===== config.mk =====
export PLATFORM = sky130hd
export DESIGN_NAME = add_out_mc_pipe
export DESIGN_NICKNAME = d
export VERILOG_FILES = /design/src/rtl/add_out_mc_pipe_pkg.sv /design/src/rtl/add_out_mc_pipe_fifo.sv /design/src/rtl/add_out_mc_pipe.sv
export SDC_FILE = /design/constraint.sdc
export NUM_CORES = 1
export LEC_CHECK = 0
export CORE_MARGIN = 10
export CORE_UTILIZATION = 35
export DETAILED_ROUTE_END_ITERATION = 12
export PLACE_DENSITY_LB_ADDON = 0.3
export REMOVE_ABC_BUFFERS = 1
export SLEW_MARGIN = 10
export SYNTH_ARGS = -nofsm -noshare
export SYNTH_HDL_FRONTEND = slang
export SYNTH_SLANG_ARGS = --single-unit

===== constraint.sdc =====
create_clock -name clock -period 2.7 [get_ports clock]
set_input_delay 0.54 -clock clock [delete_from_list [all_inputs] [get_ports clock]]
set_output_delay 0.54 -clock clock [all_outputs]
set_load 0.1 [all_outputs]

===== src/rtl/add_out_mc_pipe_pkg.sv =====
// Shared types and helpers for the multi-channel add_out pipeline.
// Define ADD_OUT_MC_SATURATE_EN to saturate sums (bit DATA_W then flags overflow).
package add_out_mc_pkg_hdl;

  localparam int MAX_OPERAND_W = 32;

  typedef logic [MAX_OPERAND_W:0] wide_sum_t;
  typedef logic [8:0]             fifo_entry_t;
  typedef logic [3:0]             grant_t;

  function automatic int ch_w(input int num_ch);
    int w;
    w = 0;
    while ((1 << w) < num_ch) w++;
    return (w < 1) ? 1 : w;
  endfunction

  function automatic int lvl_w(input int depth);
    int w;
    w = 0;
    while ((1 << w) < depth) w++;
    return w + 1;
  endfunction

  // Operands arrive zero-extended; the caller keeps the low data_w+1 bits.
  function automatic wide_sum_t add_out_sum(input logic [MAX_OPERAND_W-1:0] a,
                                            input logic [MAX_OPERAND_W-1:0] b,
                                            input int data_w);
    wide_sum_t s;
    s = {1'b0, a} + {1'b0, b};
`ifdef ADD_OUT_MC_SATURATE_EN
    if (s >= (wide_sum_t'(1) << data_w))
      s = (wide_sum_t'(1) << (data_w + 1)) - wide_sum_t'(1);
`else
    s = s & ((wide_sum_t'(1) << (data_w + 1)) - wide_sum_t'(1));
`endif
    return s;
  endfunction

endpackage


===== src/rtl/add_out_mc_pipe_fifo.sv =====
// Single-channel synchronous FIFO with occupancy output.
// Pointers carry an extra wrap bit so full and empty are distinguishable.
module add_out_mc_fifo
  import add_out_mc_pkg_hdl::*;
#(
  parameter int WIDTH = 9,
  parameter int DEPTH = 4
) (
  input  logic                       clock,
  input  logic                       reset,
  input  logic                       push,
  input  logic [WIDTH-1:0]           push_data,
  input  logic                       pop,
  output logic [WIDTH-1:0]           head,
  output logic                       full,
  output logic                       empty,
  output logic [lvl_w(DEPTH)-1:0]    level
);

  localparam int AW = lvl_w(DEPTH) - 1;

  logic [WIDTH-1:0] mem [DEPTH];
  logic [AW:0]      wr_ptr;
  logic [AW:0]      rd_ptr;
  logic             do_push;
  logic             do_pop;

  assign do_push = push && !full;
  assign do_pop  = pop && !empty;

  always_ff @(posedge clock or negedge reset) begin
    if (!reset) begin
      wr_ptr <= '0;
      rd_ptr <= '0;
    end else begin
      if (do_push) wr_ptr <= wr_ptr + (AW+1)'(1);
      if (do_pop)  rd_ptr <= rd_ptr + (AW+1)'(1);
    end
  end

  // Storage needs no reset: a slot is only read after it has been written.
  always_ff @(posedge clock) begin
    if (do_push) mem[wr_ptr[AW-1:0]] <= push_data;
  end

  assign head  = mem[rd_ptr[AW-1:0]];
  assign full  = (wr_ptr[AW-1:0] == rd_ptr[AW-1:0]) && (wr_ptr[AW] != rd_ptr[AW]);
  assign empty = (wr_ptr == rd_ptr);
  assign level = wr_ptr - rd_ptr;

endmodule


===== src/rtl/add_out_mc_pipe.sv =====
// Multi-channel add_out: per-channel adder + FIFO, round-robin merge onto one
// registered result bus. Honours ADD_OUT_MC_SATURATE_EN via add_out_sum().
module add_out_mc_pipe
  import add_out_mc_pkg_hdl::*;
#(
  parameter int NUM_CH = 4,
  parameter int DATA_W = 8,
  parameter int DEPTH  = 4
) (
  input  logic                                clock,
  input  logic                                reset,
  input  logic [NUM_CH-1:0]                   in_valid,
  output logic [NUM_CH-1:0]                   in_ready,
  input  logic [NUM_CH*DATA_W-1:0]            in_a,
  input  logic [NUM_CH*DATA_W-1:0]            in_b,
  output logic                                out_valid,
  input  logic                                out_ready,
  output logic [DATA_W:0]                     out_sum,
  output logic [ch_w(NUM_CH)-1:0]             out_chan,
  output logic [NUM_CH*lvl_w(DEPTH)-1:0]      fifo_level
);

  localparam int CH_W  = ch_w(NUM_CH);
  localparam int LVL_W = lvl_w(DEPTH);

  logic [NUM_CH-1:0] full;
  logic [NUM_CH-1:0] empty;
  logic [NUM_CH-1:0] push;
  logic [NUM_CH-1:0] pop;
  logic [DATA_W:0]   push_data [NUM_CH];
  logic [DATA_W:0]   head      [NUM_CH];

  grant_t          rr_ptr;
  grant_t          grant;
  logic            any_ne;
  logic            load;
  logic [DATA_W:0] sel_sum;

  // in_ready deliberately ignores a same-cycle pop so a full FIFO never takes a push.
  assign in_ready = reset ? ~full : '0;
  assign push     = in_valid & in_ready;
  assign load     = (!out_valid || out_ready) && any_ne;

  for (genvar c = 0; c < NUM_CH; c++) begin : g_ch
    assign push_data[c] = (DATA_W+1)'(add_out_sum(MAX_OPERAND_W'(in_a[c*DATA_W +: DATA_W]),
                                                  MAX_OPERAND_W'(in_b[c*DATA_W +: DATA_W]),
                                                  DATA_W));
    assign pop[c] = load && (grant == grant_t'(c));

    add_out_mc_fifo #(
      .WIDTH (DATA_W + 1),
      .DEPTH (DEPTH)
    ) u_fifo (
      .clock     (clock),
      .reset     (reset),
      .push      (push[c]),
      .push_data (push_data[c]),
      .pop       (pop[c]),
      .head      (head[c]),
      .full      (full[c]),
      .empty     (empty[c]),
      .level     (fifo_level[c*LVL_W +: LVL_W])
    );
  end

  // Distance d from the pointer wins first; channel j sits at distance d when
  // ptr+d equals j directly or after one wrap.
  always_comb begin
    any_ne  = 1'b0;
    grant   = '0;
    sel_sum = '0;
    for (int d = 0; d < NUM_CH; d++) begin
      for (int j = 0; j < NUM_CH; j++) begin
        if (!any_ne && !empty[j] &&
            ((int'(rr_ptr) + d == j) || (int'(rr_ptr) + d == j + NUM_CH))) begin
          any_ne  = 1'b1;
          grant   = grant_t'(j);
          sel_sum = head[j];
        end
      end
    end
  end

  always_ff @(posedge clock or negedge reset) begin
    if (!reset) begin
      out_valid <= 1'b0;
      out_sum   <= '0;
      out_chan  <= '0;
      rr_ptr    <= '0;
    end else if (load) begin
      out_valid <= 1'b1;
      out_sum   <= sel_sum;
      out_chan  <= grant[CH_W-1:0];
      rr_ptr    <= (int'(grant) == NUM_CH - 1) ? '0 : grant + grant_t'(1);
    end else if (out_ready) begin
      out_valid <= 1'b0;
    end
  end

endmodule


; ---- Yosys cells after proc, flatten, opt, wreduce, memory -nomap -nowiden
; Memories as Yosys holds them, arrays and structs flattened.
; Index checks and enable logic that the tools add are counted.
[totals]
ram_bits = 144
ff_bits = 40
elab_cells = 236
output_inout_bits = 28
n_memories = 4
[memory_table]
columns = memory, depth, width, rd, rd_ports_with_merged_regs, wr, line
row1 = g_ch[0].u_fifo.mem, 4, 9, 1, 0, 1, add_out_mc_pipe_fifo.sv:22  ; logic [WIDTH-1:0] mem [DEPTH];
row2 = g_ch[1].u_fifo.mem, 4, 9, 1, 0, 1, add_out_mc_pipe_fifo.sv:22
row3 = g_ch[2].u_fifo.mem, 4, 9, 1, 0, 1, add_out_mc_pipe_fifo.sv:22
row4 = g_ch[3].u_fifo.mem, 4, 9, 1, 0, 1, add_out_mc_pipe_fifo.sv:22
[op_classes]
n_reduce_logical = 95
n_addsub = 20
mux = 59
eq_ne = 44
bitwise = 2
[op_table]
columns = operator, count
row1 = "equality test 32 x 4 -> 1 bit, second input constant", 9
row2 = "equality test 32 x 3 -> 1 bit, second input constant", 6
row3 = 2-to-1 mux 9 bit, 16
row4 = logical NOT 32 bit, 4
row5 = "equality test 32 x 2 -> 1 bit, second input constant", 3
row6 = 2-to-1 mux 4 bit, 14
row7 = logical AND 1 bit, 48
row8 = adder 8 x 8 -> 9 bit, 4
row9 = 2-to-1 mux 1 bit, 27
row10 = "adder 3 x 1 -> 3 bit, second input constant", 8
row11 = logical NOT 1 bit, 24
row12 = logical OR 1 bit, 17
row13 = "equality test 4 bit, second input constant", 4
row14 = "equality test 5 x 3 -> 1 bit, second input constant", 3
row15 = equality test 3 bit, 4
row16 = "equality test 4 x 2 -> 1 bit, second input constant", 3
row17 = "equality test 4 x 3 -> 1 bit, second input constant", 3
row18 = subtractor 3 bit, 4
row19 = "adder 4 x 2 -> 5 bit, second input constant", 2
row20 = equality test 2 bit, 4
row21 = "adder 4 x 1 -> 5 bit, second input constant", 1
row22 = "adder 4 x 1 -> 4 bit, second input constant", 1
row23 = bitwise AND 4 bit, 1
row24 = "equality test 4 x 1 -> 1 bit, second input constant", 1
row25 = 5 further kinds, 9

; ---- Longest topological paths before layout
; Gate-level depths: netlist (run 1).
[logic_depth]
ltp_word = 67
ltp_mapped = 14
depth_no_buf = 12

; ---- By module
; From an unflattened synthesis (run 1), not the netlist that was laid out.
[unflattened]
cells_unflattened = 805
area_unflattened_um2 = 10217.3
[by_module_without_submodules]
columns = module, cells_per_inst, instances, area_each_um2
row1 = add_out_mc_fifo, 92, 4, 1754.2
row2 = add_out_mc_pipe, 437, 1, 3200.6

; ---- Worst setup path before layout (run 1)
; No wires, ideal clock.
[synth_timing]
path_type = register to register
startpoint = register g_ch[0].u_fifo.rd_ptr[1]
endpoint = memory g_ch[0].u_fifo.mem[3][0] (enable)
path_stages_with_launch = 7
t_arrival_ns = 4.273
required_ns = 2.352
synth_period_minus_slack_ns = 4.620
slack_ns = -1.920
cell_sequence = dfrtp_1 > clkbuf_1 > inv_1 > ha_1 > and2_1 > a21boi_0 > and3_1
[synth_between]
elab_chain_cells = 8
word_cells_on_any_way = 9
classes_between = eq/ne: 1 / mux: 3 / bitwise: 2 / reduce/logical: 3
[synth_rtl]
columns = item, line
row1 = from (decl), add_out_mc_pipe_fifo.sv:24  ; logic [AW:0] rd_ptr;
row2 = from (signal assigned), add_out_mc_pipe_fifo.sv:37  ; if (do_pop) rd_ptr <= rd_ptr + (AW+1)'(1);
row3 = equality test 2 bit, add_out_mc_pipe_fifo.sv:47  ; assign full = (wr_ptr[AW-1:0] == rd_ptr[AW-1:0]) && (wr_ptr[AW] != rd_ptr[AW]);
row4 = logical AND 1 bit, add_out_mc_pipe_fifo.sv:47
row5 = inverter 4 bit, add_out_mc_pipe.sv:40  ; assign in_ready = reset ? ~full : '0;
row6 = 2-to-1 mux 4 bit, add_out_mc_pipe.sv:40
row7 = named net in_ready[0], add_out_mc_pipe.sv:13  ; output logic [NUM_CH-1:0] in_ready,
row8 = bitwise AND 4 bit, add_out_mc_pipe.sv:41  ; assign push = in_valid & in_ready;
row9 = logical AND 1 bit, add_out_mc_pipe_fifo.sv:28  ; assign do_push = push && !full;
row10 = 2-to-1 mux 1 bit, add_out_mc_pipe_fifo.sv:43  ; if (do_push) mem[wr_ptr[AW-1:0]] <= push_data;
row11 = 2-to-1 mux 1 bit (not written as such), add_out_mc_pipe_fifo.sv:43
row12 = to (decl), add_out_mc_pipe_fifo.sv:22
; The timed path passes the listed nets, and every way through them passes these cells.

; ---- Worst setup path in the final report (run 1)
[layout_timing]
startpoint = register g_ch[3].u_fifo.wr_ptr[0]
endpoint = output port in_ready[3]
[layout_between]
elab_chain_cells = 4
[layout_rtl]
columns = item, line
row1 = from (decl), add_out_mc_pipe_fifo.sv:23  ; logic [AW:0] wr_ptr;
row2 = from (signal assigned), add_out_mc_pipe_fifo.sv:36  ; if (do_push) wr_ptr <= wr_ptr + (AW+1)'(1);
row3 = equality test 2 bit, add_out_mc_pipe_fifo.sv:47
row4 = logical AND 1 bit, add_out_mc_pipe_fifo.sv:47
row5 = inverter 4 bit, add_out_mc_pipe.sv:40
row6 = 2-to-1 mux 4 bit, add_out_mc_pipe.sv:40
row7 = to (decl), add_out_mc_pipe.sv:13
; Every way passes these cells.

==> results of run 1 <==
worst max-delay path, stage by stage (launching register included):
cell and delay [ns]:
dfrtp_1 0.43, inv_1 0.11, ha_2 0.41, nand2_1 0.14, o21a_1 0.31, buf_12 0.21
registers in the layout, summed over array words and instances (netlist names):
register / count
g_ch.u_fifo.mem: 144
out_valid: 1
g_ch.u_fifo.rd_ptr: 12
g_ch.u_fifo.wr_ptr: 12
out_chan: 2
rr_ptr: 2
out_sum: 9
worst min path at each step:
| stage | from | end | slack [ns] | cells past startpoint |
|---|---|---|---|---|
| after global placement | reset | g_ch[1].u_fifo.wr_ptr[0] | 0.45 | 1 |
| after floorplan | reset | g_ch[0].u_fifo.rd_ptr[0] | 0.24 | 0 |
| after CTS | out_chan[1] | out_chan[1] | 0.51 | 2 |
| after detailed placement | reset | g_ch[1].u_fifo.wr_ptr[1] | 0.45 | 1 |
| final | out_chan[0] | out_chan[0] | 0.50 | 2 |
| after global routing | reset | g_ch[1].u_fifo.wr_ptr[0] | 0.55 | 2 |
timing repair:
item	4_1_cts	5_1_grt
cloned	0	0
endpoints found under the setup margin	4	18
hold buffers	1	0
hold endpoints to repair	4	0
resized for setup	1	12
routing by layer:
layer | vias to the layer above | GRT usage [%] | wire length [um]
li1 | 3293 | - | -
met5 | - | 0 | 0
met3 | 28 | 2.444 | 1315
met1 | 3408 | 19.69 | 11610
met4 | 0 | 4.762 | 429
met2 | 230 | 22.83 | 12080
stage by stage:
stage	hold slack (ns)	utilization, %	setup slack (ns)
after floorplan	0.2444	-	-1.826
after global placement	0.4509	43.29	-0.02704
after detailed placement	0.4506	43.29	-0.09145
after CTS	0.5095	45.62	0.02216
after global routing	0.5451	45.76	0.004629
final	0.5027	45.76	0.1093
layout make-up:
type	count	area share (%)
clock buffer	18	3.339
clock inverter	14	1.665
inverter	54	1.577
multi-input combinational	501	34.77
sequential	182	41.04
tap	378	3.680
timing repair buffer	187	13.92
cells in the mapped netlist, drive strengths merged (3+ instances only):
master | number | area (sq um)
and3 | 20 | 130.1
inv | 54 | 202.7
clkbuf | 13 | 48.80
or4 | 3 | 22.52
nand2b | 5 | 31.28
and2 | 4 | 25.02
nor2b | 3 | 18.77
mux4 | 36 | 810.8
a21o | 14 | 105.1
o21a | 10 | 75.07
a21boi | 5 | 37.54
a31oi | 5 | 31.28
o22ai | 15 | 93.84
buf | 15 | 90.08
o211ai | 4 | 30.03
nand3 | 16 | 95.09
nand4 | 8 | 50.05
a32oi | 9 | 78.83
fa | 8 | 160.2
ha | 64 | 800.8
a2111oi | 3 | 26.28
nor2 | 24 | 95.09
a221oi | 12 | 117.6
mux2 | 9 | 101.4
a21oi | 35 | 175.2
edfxtp | 144 | 4324
or3 | 4 | 25.02
xnor2 | 32 | 314.0
nand2 | 58 | 217.7
nor4 | 4 | 52.55
o21ai | 37 | 185.2
dfrtp | 38 | 950.9
a2bb2oi | 4 | 35.03
nor3 | 7 | 50.05
a22oi | 8 | 60.06
xor2 | 16 | 147.7
cells by family after synthesis:
kind of cell    share of synthesized area, %
flops                                  52.52
fa+ha+maj                              9.567
compound gates                         12.41
buf+inv                                3.401
mux                                    9.081
simple gates                           8.433
xor+xnor                               4.596
==> metrics.md, run 1 <==
| Metric | Value |
|---|---|
| Remaining antenna violation count | `0` |
| Port Buf Inserts | `98` |
| CTS tree | `done` |
| Worst Reg-to-Reg Cells | `8` |
| Avg Inst Size Synth | `~13 sq um` |
| Vias in the first global route | `7079` |
| Rel. slew slack | `64.95%` |
| Setup crit start kind | `flip-flop` |
| Row count | `61` |
| Outcome | `finished clean` |
| Post-synth EDFFs | `144` |
| Die W | `189.4 um` |
| Post-route insts no fill | `1334` |
| RR Endpoint | `out_sum[0]` |
| CP Launch Point | `g_ch[3].u_fifo.wr_ptr[0]` |
| Worst r2r src | `g_ch[1].u_fifo.wr_ptr[1]` |
| Sequential fraction of the synthesis area | `a little over half` |
| CTS Buffer Depth | `2` |
| Placed insts | `1301` |
| Initial DRC Count | `between 600 and 700` |
| Mapped Cells | `approximately 770` |
| CP Capture Type | `output pin` |
| Boundary Pins | `99` |
| CP Class | `reg2out` |
| Main synth FF type | `edfxtp_1` |
| Pins Over Slew Limit | `0` |
| Largest net degree at the start of global routing | `20` |
| Drt pass-1 iters | `5` |
| Fin area | `12850 sq um` |
| First-pass GRT wire length | `40.60 mm` |
| CTS HTree Levels | `4` |
| Commonest non-fill, non-tap cell in the layout | `edfxtp_1` |
| Final Critical Period | `approximately 2.6 ns` |
| Setup Skew | `~0.013 ns` |
| Post-CTS Setup Inserts | `0` |
| CTS root buffer | `clkbuf_16` |
| Via density | `around 5.2` |
| Worst hold path type | `reg2reg` |
| Area of the multi-input gates | `4469 sq um` |
| Final period utilization | `95.95%` |
| Most frequent cells in the layout | `edfxtp_1, buf_4, clkdlybuf4s50_1` |
| Worst-path clk slew | `0.07 ns` |
| Clock Sinks | `182` |
| Max-Cap Viols | `0` |
| Ys async rst share | `20.88%` |
| Area after DPL | `~12000 sq um` |
| Routed WL | `25.43 mm` |
| Worst-margin pin slew | `0.5258 ns` |
| FILL cells | `2580` |
| Die H | `189.4 um` |
| Total GRT Usage | `between 10% and 20%` |
| Reg area | `approximately 5300 sq um` |
| Clk_lat worst skew | `~0.44 ns` |
| Setup Viol. Count Final | `0` |
| Vias | `6959` |
| Post-Route Setup TNS | `0 ns` |
| Drt drc | `0` |
| Flop-to-flop setup slack | `about 0.17 ns` |
| Number of distinct library cells after synthesis | `66` |
| Initial antenna violation count | `0` |
| Worst EP arrival | `2.05 ns` |
| CORE AREA | `28090 sq um` |
| Post-Syn Area | `10040 sq um` |
| Final hold vios | `0` |
| Fmax achieved | `0.3860 GHz` |
| Grt total ovfl | `0` |
| Final GP Congestion | `slightly above 0.9` |
| Die ar. | `approximately 36000 sq um` |
| Worst EP required | `approximately 2.2 ns` |
| Avg WL per Cell | `around 19 um` |
| Area delta synth->final | `27.95%` |
| Number of synthesis warnings | `0` |
| Initial Util | `between 30% and 40%` |
| Layout Nets | `1086` |
| Synth Register Bits | `around 180` |
| ANT cells | `0` |
| Worst Setup EP | `in_ready[3]` |
| Critical path peak fanout | `6` |
| Num CTS Buffers | `17` |
| Post-DP HPWL | `19.69 mm` |
| Setup repair after global routing missed its margin | `no` |
| Share of cells above drive strength 1 | `a little under a quarter` |
Power of run 1 is not shown: default switching activity piles up to over one toggle a cycle in this logic, so the estimate is an artifact.
==> run 2, diff against run 1 <==
--- a/config.mk
+++ b/config.mk
@@ -5,9 +5,12 @@
 export SDC_FILE = /design/constraint.sdc
 export NUM_CORES = 1
 export LEC_CHECK = 0
+export CORE_ASPECT_RATIO = 0.6
 export CORE_MARGIN = 10
 export CORE_UTILIZATION = 35
+export CTS_CLUSTER_SIZE = 25
 export DETAILED_ROUTE_END_ITERATION = 12
+export GPL_ROUTABILITY_DRIVEN = 0
 export PLACE_DENSITY_LB_ADDON = 0.3
 export REMOVE_ABC_BUFFERS = 1
 export SLEW_MARGIN = 10
==> run 2 against run 1 <==
  * Clock skew decreased by 0.0022 ns
  * Worst hold slack got worse by 0.020 ns
  * Cell area increased by 0.29%
  * Via count grew 1.3%
  * Count of clock-buffer cells in the layout is 2 higher
  * Maximum frequency is essentially flat
  * Die area grew 0.62%
  * Register-to-register slack lost 0.06 ns
  * Wire length up 4.7%
  * Critical path type is now reg2reg
  * Largest cell class unchanged
  * Highest routed layer unchanged
==> metrics.md, run 2 (synthesis results as in run 1) <==
| Metric | Value |
|---|---|
| Outcome | `finished clean` |
| CP max-delay cell | `dfrtp_1` |
| Initial Util | `35.96% (+0.20 points)` |
| FILL cells | `2468 (-4.3%)` |
| Initial DRC Count | `763 (+15%)` |
| CP Capture Type | `flip-flop` |
| Most frequent cells in the layout | `edfxtp_1, buf_4, clkdlybuf4s50_1` |
| Max reg flops | `144 (unchanged)` |
| CTS tree | `done` |
| Die ar. | `36100 sq um (+0.62%)` |
| Pins Over Slew Limit | `0 (unchanged)` |
| Final period utilization | `95.88% (about the same)` |
| Row count | `47 (-23%)` |
| Num CTS Buffers | `17 (unchanged)` |
| Setup crit start kind | `flip-flop` |
| Worst hold path type | `reg2reg` |
| Clock Sinks | `182 (unchanged)` |
| RR Endpoint | `out_sum[8]` |
| Drt drc | `0 (unchanged)` |
| Area of the multi-input gates | `4471 sq um (about the same)` |
| Drt pass-1 iters | `5 (unchanged)` |
| Final core occ | `46.15% (+0.39 points)` |
| Boundary Pins | `99 (unchanged)` |
| Post-CTS Setup Inserts | `0 (unchanged)` |
| Via density | `5.279 (+1.2%)` |
| Worst-path clk slew | `0.07 ns (about the same)` |
| Share of cells above drive strength 1 | `24.48% (+1.1 points)` |
| CTS root buffer | `clkbuf_16` |
| Layout Nets | `1098 (+1.1%)` |
| CTS Buffer Depth | `2 (unchanged)` |
| Vias in the first global route | `7061 (-0.25%)` |
| Vias | `7048 (+1.3%)` |
| CP Launch Point | `g_ch[2].u_fifo.rd_ptr[1]` |
| Setup Viol. Count Final | `0 (unchanged)` |
| Initial antenna violation count | `0 (unchanged)` |
| Fmax achieved | `0.3863 GHz (about the same)` |
| Worst Reg-to-Reg Cells | `10 (+2)` |
| Area delta synth->final | `28.33%` |
| Most used cell, CP | `o21ai_0` |
| Post-DP HPWL | `20.86 mm (+6.0%)` |
| Final hold vios | `0 (unchanged)` |
| Largest net degree at the start of global routing | `19 (-5.0%)` |
| Setup Skew | `0.01095 ns (-0.002215 ns)` |
| Worst EP arrival | `2.89 ns (+0.84 ns)` |
| Worst Setup EP | `out_sum[8]` |
| ANT cells | `0 (unchanged)` |
| Die H | `151.2 um (-20%)` |
| Worst r2r src | `g_ch[2].u_fifo.rd_ptr[1]` |
| CP Class | `reg2reg` |
| Port Buf Inserts | `98 (unchanged)` |
| First-pass GRT wire length | `41.34 mm (+1.8%)` |
| Clk_lat worst skew | `0.44 ns (about the same)` |
| CORE AREA | `27930 sq um (-0.55%)` |
| Worst-margin pin slew | `0.5562 ns (+0.03041 ns)` |
| Grt total ovfl | `0 (unchanged)` |
| Max-Cap Viols | `0 (unchanged)` |
| Commonest non-fill, non-tap cell in the layout | `edfxtp_1` |
| Remaining antenna violation count | `0 (unchanged)` |
| Routed WL | `26.63 mm (+4.7%)` |
| CTS HTree Levels | `4 (unchanged)` |
| Avg WL per Cell | `19.95 um (+4.7%)` |
| Worst EP required | `3.00 ns (+0.84 ns)` |
| Rel. slew slack | `62.92% (-2.0 points)` |
| Die W | `238.7 um (+26%)` |
| CP Cell Sequence | `inv_1 > ha_1 > and2_2 > and2_1 > buf_4 > o21ai_0 > o21a_1 > o21ai_0 > a221oi_1 > a21oi_1` |
| Total GRT Usage | `14.99% (+0.54 points)` |
| Largest stage delay on the critical path | `0.36 ns (-0.07 ns)` |
| Flop-to-flop setup slack | `0.11 ns (-0.06 ns)` |
| Critical path peak fanout | `6 (unchanged)` |
| Reg area | `5275 sq um (unchanged)` |
| Final Critical Period | `2.589 ns (-0.001867 ns)` |
==> run 2: cell types whose count changed in the layout (fill, tap and decap cells not counted), sizes merged <==
cell	before	now
buf	117	129
bufinv	4	3
clkbuf	18	20
clkinv	2	3
clkinvlp	1	2
inv	61	58
==> run 2: critical path, delay by kind of cell (launching register included) <==
family	cells	cell delay, ns
and+or+nand+nor	2	0.49
DFF	1	0.36
buffers and inverters	2	0.23
adders and majority gates	1	0.30
AOI/OAI and AO/OA	5	1.07
==> run 2: how the worst min path moves through the flow <==
stage	start	end	slack, ns	depth (start not counted)
2_1_floorplan	reset	g_ch[0].u_fifo.rd_ptr[0]	0.24	0
3_3_place_gp	reset	g_ch[1].u_fifo.wr_ptr[0]	0.47	1
3_5_place_dp	reset	g_ch[1].u_fifo.wr_ptr[0]	0.47	1
4_1_cts	out_chan[0]	out_chan[0]	0.49	2
5_1_grt	out_chan[0]	out_chan[0]	0.52	2
6_report	out_chan[0]	out_chan[0]	0.48	2
==> run 2: repair_timing <==
| action | in CTS | in global routing |
|---|---|---|
| hold buffers | 1 | 0 |
| gates resized for setup | 0 | 14 |
| hold endpoints to repair | 2 | 0 |
| setup endpoints to repair | 0 | 21 |
==> run 2: metrics by stage <==
step | area, sq um | hold WS (ns) | std cells | setup slack [ns] | TNS [ns]
after floorplan | 9906 | 0.2444 | 737 | -1.826 | -82.99
after global placement | 12220 | 0.4685 | 1302 | -0.02375 | -0.4610
after detailed placement | 12220 | 0.4692 | 1302 | -0.1365 | -2.076
after CTS | 12850 | 0.4883 | 1335 | 0.02570 | 0
after global routing | 12890 | 0.5190 | 1335 | -0.001349 | -0.001349
final | 12890 | 0.4829 | 1335 | 0.1112 | 0
==> run 2: layout make-up <==
cell class	count	share of cell area, %
Sequential cell	182	40.92
Multi-Input combinational cell	501	34.68
Timing Repair Buffer	199	14.48
Tap cell	367	3.562
Clock buffer	20	3.465
Inverter	54	1.573
Clock inverter	12	1.310
==> run 2: per-layer routing <==
layer  wire [um]  track usage, %
met2       10560           19.78
met4         242           3.987
met5           0               0
met3        2901           5.861
met1       12930           21.98
Power of run 2 is left out for the same reason.
==> run 3, diff against run 2 <==
--- a/config.mk
+++ b/config.mk
@@ -12,7 +12,6 @@
 export DETAILED_ROUTE_END_ITERATION = 12
 export GPL_ROUTABILITY_DRIVEN = 0
 export PLACE_DENSITY_LB_ADDON = 0.3
-export REMOVE_ABC_BUFFERS = 1
 export SLEW_MARGIN = 10
 export SYNTH_ARGS = -nofsm -noshare
 export SYNTH_HDL_FRONTEND = slang
==> run 3 against run 2 <==
  * Clock skew decreased by 0.0014 ns
  * Critical path depth decreased by 5
  * Wire length decreased by 1.8%
  * Count of clock-buffer cells in the layout decreased by 2
  * Final cell count decreased by 1.4%
  * Die area unchanged
  * First-iteration DRC count decreased by 25%
  * Maximum frequency increased by 0.95%
  * Via count decreased by 1.7%
  * Sequential share of layout area increased by 0.43 points
  * Highest routed layer is now met5
==> metrics.md, run 3 (synthesis results as in run 1) <==
| Metric | Value |
|---|---|
| Outcome | `finished clean` |
| Final Critical Period | `2.565 ns (-0.02427 ns)` |
| Largest net degree at the start of global routing | `25 (+6)` |
| DR WL met2 | `10.69 mm (+1.3%)` |
| Max-Cap Viols | `0 (unchanged)` |
| Pins Over Slew Limit | `0 (unchanged)` |
| First-pass GRT wire length | `40.96 mm (-0.93%)` |
| Reg area | `5275 sq um (unchanged)` |
| Largest stage delay on the critical path | `0.43 ns (+0.07 ns)` |
| Setup Skew | `0.009579 ns (-0.001366 ns)` |
| Remaining antenna violation count | `0 (unchanged)` |
| Highest metal used | `met5` |
| Boundary Pins | `99 (unchanged)` |
| Initial Util | `35.96% (unchanged)` |
| Share of cells above drive strength 1 | `23.92% (-0.56 points)` |
| Area of the multi-input gates | `4517 sq um (+1.0%)` |
| Initial DRC Count | `569 (-25%)` |
| Vias | `6925 (-1.7%)` |
| Fmax achieved | `0.3899 GHz (+0.95%)` |
| Hold-fix buffers at CTS | `0 (-1)` |
| Commonest non-fill, non-tap cell in the layout | `edfxtp_1` |
| FILL cells | `2530 (+2.5%)` |
| Die H | `151.2 um (unchanged)` |
| Net count after synthesis | `slightly above 900` |
| Row count | `47 (unchanged)` |
| Critical path peak fanout | `6 (unchanged)` |
| Clk_lat worst skew | `0.44 ns (about the same)` |
| Setup crit start kind | `flip-flop` |
| Post-route insts no fill | `1316 (-1.4%)` |
| Worst EP required | `2.16 ns (-0.84 ns)` |
| Initial antenna violation count | `0 (unchanged)` |
| Port Buf Inserts | `98 (unchanged)` |
| Worst r2r src | `g_ch[0].u_fifo.wr_ptr[0]` |
| Routed met1 length | `12.52 mm (-3.1%)` |
| Most frequent cells in the layout | `edfxtp_1, buf_4, clkdlybuf4s50_1` |
| CP Class | `reg2out` |
| Via density | `5.262 (-0.33%)` |
| Layout Nets | `1079 (-1.7%)` |
| Worst hold path type | `in2async` |
| Drt pass-1 iters | `5 (unchanged)` |
| Cell family with most CP delay | `flip-flops` |
| Avg WL per Cell | `19.87 um (-0.39%)` |
| Drt drc | `0 (unchanged)` |
| Final period utilization | `94.98% (-0.90 points)` |
| Post-DP HPWL | `20.38 mm (-2.3%)` |
| Worst EP arrival | `2.02 ns (-0.87 ns)` |
| Final hold vios | `0 (unchanged)` |
| CTS Buffer Depth | `2 (unchanged)` |
| CTS tree | `done` |
| CP Capture Type | `output pin` |
| Placed insts | `1284 (-1.4%)` |
| Setup repair after global routing missed its margin | `no` |
| CP Launch Point | `g_ch[3].u_fifo.wr_ptr[0]` |
| CP Cell Sequence | `inv_1 > ha_2 > nand2_1 > o21a_2 > buf_12` |
| Setup Viol. Count Final | `0 (unchanged)` |
| CP max-delay cell | `dfrtp_1` |
| CTS HTree Levels | `4 (unchanged)` |
| Routed WL | `26.15 mm (-1.8%)` |
| Worst-path clk slew | `0.07 ns (about the same)` |
| Setup slack after layout | `0.1355 ns (+0.02427 ns)` |
| Fin area | `12760 sq um (-1.0%)` |
| ANT cells | `0 (unchanged)` |
| Clock Sinks | `182 (unchanged)` |
| Worst slack, placed | `-0.1057 ns (+0.03080 ns)` |
| Worst-margin pin slew | `0.5492 ns (-0.007005 ns)` |
| Rel. slew slack | `63.39% (+0.47 points)` |
| Met3 routed WL | `2.515 mm (-13%)` |
| Vias in the first global route | `6974 (-1.2%)` |
| Die W | `238.7 um (unchanged)` |
| CTS root buffer | `clkbuf_16` |
| CORE AREA | `27930 sq um (unchanged)` |
| Num CTS Buffers | `17 (unchanged)` |
| Crit path buffers/inverters | `2 (unchanged)` |
| Area after DPL | `12190 sq um (-0.29%)` |
| Area delta synth->final | `27.01%` |
| Max reg flops | `144 (unchanged)` |
| Total GRT Usage | `14.91% (-0.072 points)` |
| Die ar. | `36100 sq um (unchanged)` |
| Grt total ovfl | `0 (unchanged)` |
## run 3: cell types whose count changed in the layout (fill, tap and decap cells not counted), moves of 2 or more
cell        delta
clkinv_1       +4
buf_12         +3
a2111oi_0      +2
and3_2         +4
clkinv_2       +2
and3_1         -4
clkinvlp_4     +2
bufinv_16      -2
xnor2_2        +2
inv_6          -2
buf_4         -22
xnor2_1        -2
## run 3: metal layers
layer  vias to the layer above  global-route usage [%]
met1                      3348                   21.62
met4                         2                   4.338
met3                        28                   5.589
met2                       267                   19.88
li1                       3280                       -
met5                         -                   1.376
## run 3: cell type report
class	instances	area share (%)
Inverter	54	1.589
Sequential cell	182	41.35
Multi-Input combinational cell	501	35.41
Tap cell	367	3.599
Clock inverter	14	0.8729
Clock buffer	18	3.364
Timing Repair Buffer	180	13.82
## run 3: repair_timing
action                     4_1_cts  5_1_grt
resized for setup                0       10
setup endpoints to repair        0       10
setup buffers                    0        0
## run 3: path summary, 6_finish.rpt
| path | to | slack, ns | depth (start not counted) |
|---|---|---|---|
| hold / removal | g_ch[1].u_fifo.wr_ptr[0] | 0.02 | 1 |
| setup reg to reg | g_ch[1].u_fifo.rd_ptr[1] | 0.17 | 12 |
| min in group clock | out_chan[0] | 0.53 | 2 |
| max in group asynchronous | g_ch[2].u_fifo.rd_ptr[1] | 2.08 | 2 |
| setup / recovery | in_ready[3] | 0.14 | 5 |
| hold reg to reg | out_chan[0] | 0.53 | 2 |
## run 3: through the flow
stage / hold slack (ns) / util [%] / setup TNS [ns]
floorplan: 0.2444 / - / 0
global placement: 0.4822 / 43.63 / -1.855
detailed placement: 0.4811 / 43.63 / -2.419
CTS: 0.009918 / 45.56 / 0
global route: 0.02734 / 45.67 / 0
finish: 0.02382 / 45.67 / 0
Power of run 3 is left out for the same reason.
